`src/rtl/memory_pkg.sv`:
```
// Shared bus types (common_pkg) and pipeline-stage types for the memory stage (pipes_pkg).
package common_pkg;

    typedef enum logic [1:0] {
        MSIZE1 = 2'd0,
        MSIZE2 = 2'd1,
        MSIZE4 = 2'd2,
        MSIZE8 = 2'd3
    } msize_t;

    typedef struct packed {
        logic        valid;
        logic [63:0] addr;
        msize_t      size;
        logic [7:0]  strobe;
        logic [63:0] data;
    } dbus_req_t;

    typedef struct packed {
        logic        addr_ok;
        logic        data_ok;
        logic [63:0] data;
    } dbus_resp_t;

endpackage

package pipes_pkg;
    import common_pkg::*;

    typedef struct packed {
        logic   regwrite;
        logic   memread;
        logic   memwrite;
        msize_t msize;
        logic   mem_unsigned;
        logic   csrwrite;
    } control_t;

    typedef struct packed {
        logic [63:0] pc;
        logic [31:0] instruction;
        logic [63:0] result;
        logic [63:0] memdata;
        logic [4:0]  dst;
        logic [11:0] csr_dst;
        logic [63:0] csrdata;
        control_t    ctl;
    } execute_data_t;

    typedef struct packed {
        logic [63:0] pc;
        logic [31:0] instruction;
        logic [63:0] result;
        logic [4:0]  dst;
        logic [11:0] csr_dst;
        logic [63:0] csrdata;
        control_t    ctl;
        logic        misalign;
    } memory_data_t;

    typedef enum logic [1:0] {
        IDLE = 2'd0,
        REQ  = 2'd1,
        DONE = 2'd2
    } mem_state_t;

    function automatic logic is_misaligned(input logic [2:0] offset, input msize_t size);
        case (size)
            MSIZE2:  return offset[0];
            MSIZE4:  return |offset[1:0];
            MSIZE8:  return |offset;
            default: return 1'b0;
        endcase
    endfunction

    function automatic logic [7:0] size_mask(input msize_t size);
        case (size)
            MSIZE1:  return 8'h01;
            MSIZE2:  return 8'h03;
            MSIZE4:  return 8'h0F;
            default: return 8'hFF;
        endcase
    endfunction

endpackage

```
`src/rtl/memory_memalign.sv`:
```
// Load-path alignment: picks the addressed bytes out of the 64-bit bus word and extends them.
module memalign
    import common_pkg::*;
(
    input  logic [63:0] raw,
    input  logic [2:0]  offset,
    input  msize_t      size,
    input  logic        is_unsigned,
    output logic [63:0] data
);

    logic [63:0] shifted;

    always_comb begin
        shifted = raw >> {offset, 3'b000};
        data    = '0;
        case (size)
            MSIZE1:  data = is_unsigned ? {56'b0, shifted[7:0]}  : {{56{shifted[7]}},  shifted[7:0]};
            MSIZE2:  data = is_unsigned ? {48'b0, shifted[15:0]} : {{48{shifted[15]}}, shifted[15:0]};
            MSIZE4:  data = is_unsigned ? {32'b0, shifted[31:0]} : {{32{shifted[31]}}, shifted[31:0]};
            default: data = shifted;
        endcase
    end

endmodule

```
`src/rtl/memory.sv`:
```
// Memory pipeline stage: issues one data-bus access per load/store and stalls via data_ok until it completes.
module memory
    import common_pkg::*;
    import pipes_pkg::*;
(
    input  logic          clk,
    input  logic          reset,
    input  execute_data_t dataE,
    input  logic          valid_in,
    input  logic          advance,
    output dbus_req_t     dreq,
    input  dbus_resp_t    dresp,
    output logic          data_ok,
    output memory_data_t  dataM
);

    mem_state_t  state, state_next;
    logic        mem_op;
    logic        misalign;
    logic [63:0] load_data;
    logic [63:0] aligned_data;
    logic        unused_addr_ok;

    // Address handshake is not needed: the request is held until data_ok anyway.
    assign unused_addr_ok = dresp.addr_ok;

    assign mem_op   = valid_in && (dataE.ctl.memread || dataE.ctl.memwrite);
    assign misalign = mem_op && is_misaligned(dataE.result[2:0], dataE.ctl.msize);

    memalign u_memalign (
        .raw         (dresp.data),
        .offset      (dataE.result[2:0]),
        .size        (dataE.ctl.msize),
        .is_unsigned (dataE.ctl.mem_unsigned),
        .data        (aligned_data)
    );

    always_ff @(posedge clk or posedge reset) begin
        if (reset) begin
            state     <= IDLE;
            load_data <= '0;
        end else begin
            state <= state_next;
            if (state == REQ && dresp.data_ok) begin
                load_data <= aligned_data;
            end
        end
    end

    always_comb begin
        state_next = state;
        data_ok    = 1'b0;
        case (state)
            IDLE: begin
                if (mem_op && !misalign) state_next = REQ;
                else                     data_ok    = 1'b1;
            end
            REQ: begin
                if (dresp.data_ok) state_next = DONE;
            end
            DONE: begin
                data_ok = 1'b1;
                if (advance) state_next = IDLE;
            end
            default: state_next = IDLE;
        endcase
    end

    always_comb begin
        dreq.valid  = (state == REQ);
        dreq.addr   = dataE.result;
        dreq.size   = dataE.ctl.msize;
        dreq.strobe = dataE.ctl.memwrite ? (size_mask(dataE.ctl.msize) << dataE.result[2:0]) : 8'h00;
        dreq.data   = dataE.memdata << {dataE.result[2:0], 3'b000};
    end

    always_comb begin
        dataM.pc           = dataE.pc;
        dataM.instruction  = dataE.instruction;
        dataM.dst          = dataE.dst;
        dataM.csr_dst      = dataE.csr_dst;
        dataM.csrdata      = dataE.csrdata;
        dataM.ctl          = dataE.ctl;
        dataM.ctl.regwrite = dataE.ctl.regwrite && !misalign;
        dataM.misalign     = misalign;
        dataM.result       = (state == DONE && dataE.ctl.memread) ? load_data : dataE.result;
    end

endmodule

```
`config.mk`:
```
export PLATFORM = sky130hd
export DESIGN_NAME = memory
export DESIGN_NICKNAME = d
export VERILOG_FILES = /design/src/rtl/memory_pkg.sv /design/src/rtl/memory_memalign.sv /design/src/rtl/memory.sv
export SDC_FILE = /design/constraint.sdc
export NUM_CORES = 1
export LEC_CHECK = 0
export BUFFER_PORTS_ARGS = -buffer_cell sky130_fd_sc_hd__buf_2
export CORE_AREA = 2 2 299 301
export CTS_CLUSTER_SIZE = 25
export DETAILED_ROUTE_END_ITERATION = 7
export DIE_AREA = 0 0 301 303
export SLEW_MARGIN = 20
export SYNTH_ARGS = -nofsm -noshare
export SYNTH_HDL_FRONTEND = slang
export SYNTH_SLANG_ARGS = --single-unit
```
`constraint.sdc`:
```
create_clock -name clk -period 7.1 [get_ports clk]
set_clock_uncertainty 0.2 [all_clocks]
set_input_delay 1.42 -clock clk [delete_from_list [all_inputs] [get_ports clk]]
set_output_delay 1.42 -clock clk [all_outputs]
set_load 0.02 [all_outputs]
```
==> implementation parameters <==
Parameter                              Value

Clock tree
  Gates resized, CTS repair ... 0
  # hold bufs at CTS ... 0
  Clock insertion delay at the later pin of the skew report ... 360 ps
  Buffers from clock root to sink, at most ... 2
  CTS Sinks ... 66
  Number of H-tree levels ... 3
  Number of setup buffers added after CTS ... 0
  CTS tree ... yes
  Cts bufs inserted ... 9
  Clock transition at the register clock pins on the worst setup and hold paths after CTS ... 60 ps
  Root buf cell ... sky130_fd_sc_hd__clkbuf_16

Finish
  Count of nets after finishing ... 1,612
  Synthesis-to-layout area growth ... 18.19%
  FF/Latch Area ... 1652 µm²
  Multi-input logic area ... 5233 µm²
  Leading cell types in the layout, fill and taps excluded ... sky130_fd_sc_hd__buf_2, sky130_fd_sc_hd__a21oi_1, sky130_fd_sc_hd__nor2_1
  Share of cells above drive strength 1 ... 48.10%
  Most common cell after layout, fill and taps aside ... sky130_fd_sc_hd__buf_2
  Fillers ... 10,180

Routing
  Post-detailed-routing wire length ... a little over 50,000 µm
  Count of nets left with antenna violations after detail routing ... 0
  Count of unresolved DRC violations after routing ... 0
  Violation count after the first detailed-route iteration ... 430
  Detailed-route vias per instance ... 3.626
  Total number of vias ... 8,710
  Per-cell routed wire length ... 21.18 µm
  Pre-Repair DR Iteration Count ... 5

Worst setup path
  Data arrival, critical path ... 3680 ps
  Crit path top cell by count ... sky130_fd_sc_hd__nor2b_1
  Buffers and inverters on the worst path ... 3
  Critical path fanouts, max ... 69
  Max stage delay on crit path ... ~730 ps
  Crit start category ... primary input
  Cell family with the largest share of critical-path delay ... buffers and inverters
  Worst-path cell chain ... buf_6 -> buf_4 -> nor2b_1 -> nand2_1 -> o21ai_0 -> a21oi_1 -> nor2b_1 -> buf_2
  CP required ... 5480 ps
  Worst setup path class ... in2out
  Slowest-stage cell, CP ... sky130_fd_sc_hd__buf_4
  Nature of the critical path endpoint ... output port

STA
  Final Critical Period ... between 5000 and 6000 ps
  Final setup fails ... 0
  Relative slew slack ... between 30% and 40%
  Slew Viols, Final ... 0
  Worst slew pin tran ... 1027 ps
  Fmax ... about 0.19 GHz
  Total negative setup slack ... 0 ps
  Unrepaired setup endpoints after global routing ... false
  Period Utilization, post-route ... roughly 75%
  Count of final hold-check violations ... 0

Floorplanning
  Die outline area ... ~90,000 µm²
  Std-Cell Rows ... 109
  Core ar. ... approximately 88,000 µm²
  I/O pin cnt ... 771
  Die width ... 301 µm
  Starting Density ... 10.48%
  Die span in y ... 303 µm

Run status
  Outcome ... completed

Power
  Power Dens Cells ... between 200 and 250 nW/µm²
  Maximum vdd ir drop ... 0.1434 mV
  Standby leakage power ... ~4.8 nW
  Total power draw ... around 0.0022 W

Global routing
  Maximum number of pins on one net before global-route repair ... 75
  Total gr overflow ... 0
  Via count of the first global-routing pass ... just over 8,000
  Global-route total usage across every layer ... a little over a tenth
  Antenna violations before repair ... 9
  Global-route wire length before repair ... 66,560 µm

Place
  Dpl hpwl ... 42,070 µm
  Number of port buffers ... 413
  Gp weighted congestion ... 0.8502

Synthesis
  Number of enable-type register cells in the synthesized netlist ... 0
  Async SR Flop Fraction ... 100.0%
  Gate count of the mapped netlist ... 1,127
  Total standard cell area after synthesis ... 9223 µm²
  Distinct cell type count after synthesis ... 48
  Main flop type after synthesis ... sky130_fd_sc_hd__dfrtp_1
  Number of synthesized register bits ... 66
  Sequential area share after synthesis ... 17.91%
  Synthesis warning total ... 0
  Syn_nets ... 1,509
  Post-synthesis average cell area ... a little over 8 µm²

Worst hold path
  Worst Hold Class ... reg2reg

Run
  Count of maximum capacitance violations ... 0
==> cells by family (layout without fill, tap and decap cells) <==
logic type | count (synthesis) | count (layout) | synth area share (%)
buf+inv | 342 | 450 | 25.45
mux | 219 | 219 | 27.88
other cells | 0 | 2 | 0
simple gates | 237 | 237 | 12.01
compound gates | 263 | 263 | 16.75
flops | 66 | 66 | 17.91
==> final cells by class <==
type                       instances  share of cell area (%)
clock buffer                       9                   2.066
antenna                            2                 0.04591
tap                             1165                   13.37
inverter                           5                  0.1837
timing repair buffer             429                   20.26
clock inverter                     7                  0.9183
sequential                        66                   15.15
multi-input combinational        719                   48.00
==> metrics by stage <==
step / setup slack (ps) / hold WS [ps] / cells / util, % / cell area (µm²)
6_report: 1799 / 281.9 / 2402 / 12.39 / 10900
5_1_grt: 1597 / 299.7 / 2401 / 12.39 / 10900
4_1_cts: 1730 / 285.7 / 2400 / 12.39 / 10900
3_5_place_dp: 1729 / 272.9 / 2384 / 12.02 / 10570
3_3_place_gp: 1721 / 262.6 / 2383 / 12.00 / 10560
2_1_floorplan: 2529 / 244.6 / 1127 / - / 9223
==> synth_stat cells, types with 2 or more instances <==
master	count	area share, %
sky130_fd_sc_hd__o22ai_1	19	1.3
sky130_fd_sc_hd__nor3b_1	2	0.16
sky130_fd_sc_hd__a31oi_2	3	0.41
sky130_fd_sc_hd__mux2i_1	99	11
sky130_fd_sc_hd__o21ai_0	52	2.8
sky130_fd_sc_hd__or2_2	5	0.34
sky130_fd_sc_hd__a21oi_2	7	0.66
sky130_fd_sc_hd__buf_2	28	1.5
sky130_fd_sc_hd__or2_1	2	0.14
sky130_fd_sc_hd__buf_4	262	21
sky130_fd_sc_hd__o22ai_2	2	0.27
sky130_fd_sc_hd__buf_1	4	0.16
sky130_fd_sc_hd__a32oi_1	2	0.19
sky130_fd_sc_hd__nand3b_1	4	0.33
sky130_fd_sc_hd__and2_1	9	0.61
sky130_fd_sc_hd__a31oi_1	12	0.81
sky130_fd_sc_hd__nor2b_1	30	2.0
sky130_fd_sc_hd__o2bb2ai_1	5	0.47
sky130_fd_sc_hd__clkbuf_1	37	1.5
sky130_fd_sc_hd__nand2b_1	5	0.34
sky130_fd_sc_hd__a211oi_1	20	1.6
sky130_fd_sc_hd__nor3_2	2	0.22
sky130_fd_sc_hd__dfrtp_1	66	18
sky130_fd_sc_hd__nand2_1	57	2.3
sky130_fd_sc_hd__o211ai_1	4	0.33
sky130_fd_sc_hd__inv_1	5	0.20
sky130_fd_sc_hd__nor4_4	2	0.46
sky130_fd_sc_hd__buf_6	6	0.73
sky130_fd_sc_hd__o31ai_1	2	0.16
sky130_fd_sc_hd__mux2_2	98	12
sky130_fd_sc_hd__a21oi_1	124	6.7
sky130_fd_sc_hd__a21boi_0	2	0.16
sky130_fd_sc_hd__mux4_2	20	4.9
sky130_fd_sc_hd__nor2_1	116	4.7
==> metal layers <==
layer  vias to the layer above  track usage, %  wire, µm
met4                         4           6.077      2842
met5                         -          0.6729        99
met3                       137           3.280      4592
li1                       3909               -         -
met1                      4073           11.89     19300
met2                       587           17.73     24040
==> where the power goes <==
group | switching [W] | leakage, nW | internal, W | total, W
clock network | 0.000200 | 0.160 | 0.000311 | 0.000511
registers | 0.000260 | 0.771 | 0.000562 | 0.000821
logic | 0.000546 | 3.85 | 0.000359 | 0.000904
==> registers in the layout (all words and copies together) (netlist names) <==
register,count
state,2
load_data,64
==> worst paths after layout <==
check / depth (start not counted) / to / startpoint / slack, ps
setup / recovery: 8 / dreq[68] / dataE[153] / 1800
hold / removal: 2 / load_data[0]$_DFFE_PP0P_ / load_data[0]$_DFFE_PP0P_ / 280
setup reg to reg: 5 / load_data[31]$_DFFE_PP0P_ / state[0]$_DFFE_PP0P_ / 4820
hold reg to reg: 2 / load_data[0]$_DFFE_PP0P_ / load_data[0]$_DFFE_PP0P_ / 280
max in group asynchronous: 3 / load_data[27]$_DFFE_PP0P_ / reset / 4890
min in group asynchronous: 2 / load_data[61]$_DFFE_PP0P_ / reset / 730
==> worst reg2reg max path: stages (launching register included) <==
cell and delay, ps:
sky130_fd_sc_hd__dfrtp_1 420, sky130_fd_sc_hd__nor2b_1 240, sky130_fd_sc_hd__and2_2 170, sky130_fd_sc_hd__buf_4 550
sky130_fd_sc_hd__o21ai_0 270, sky130_fd_sc_hd__o32a_1 320
Power figures use the tool's default switching activity.
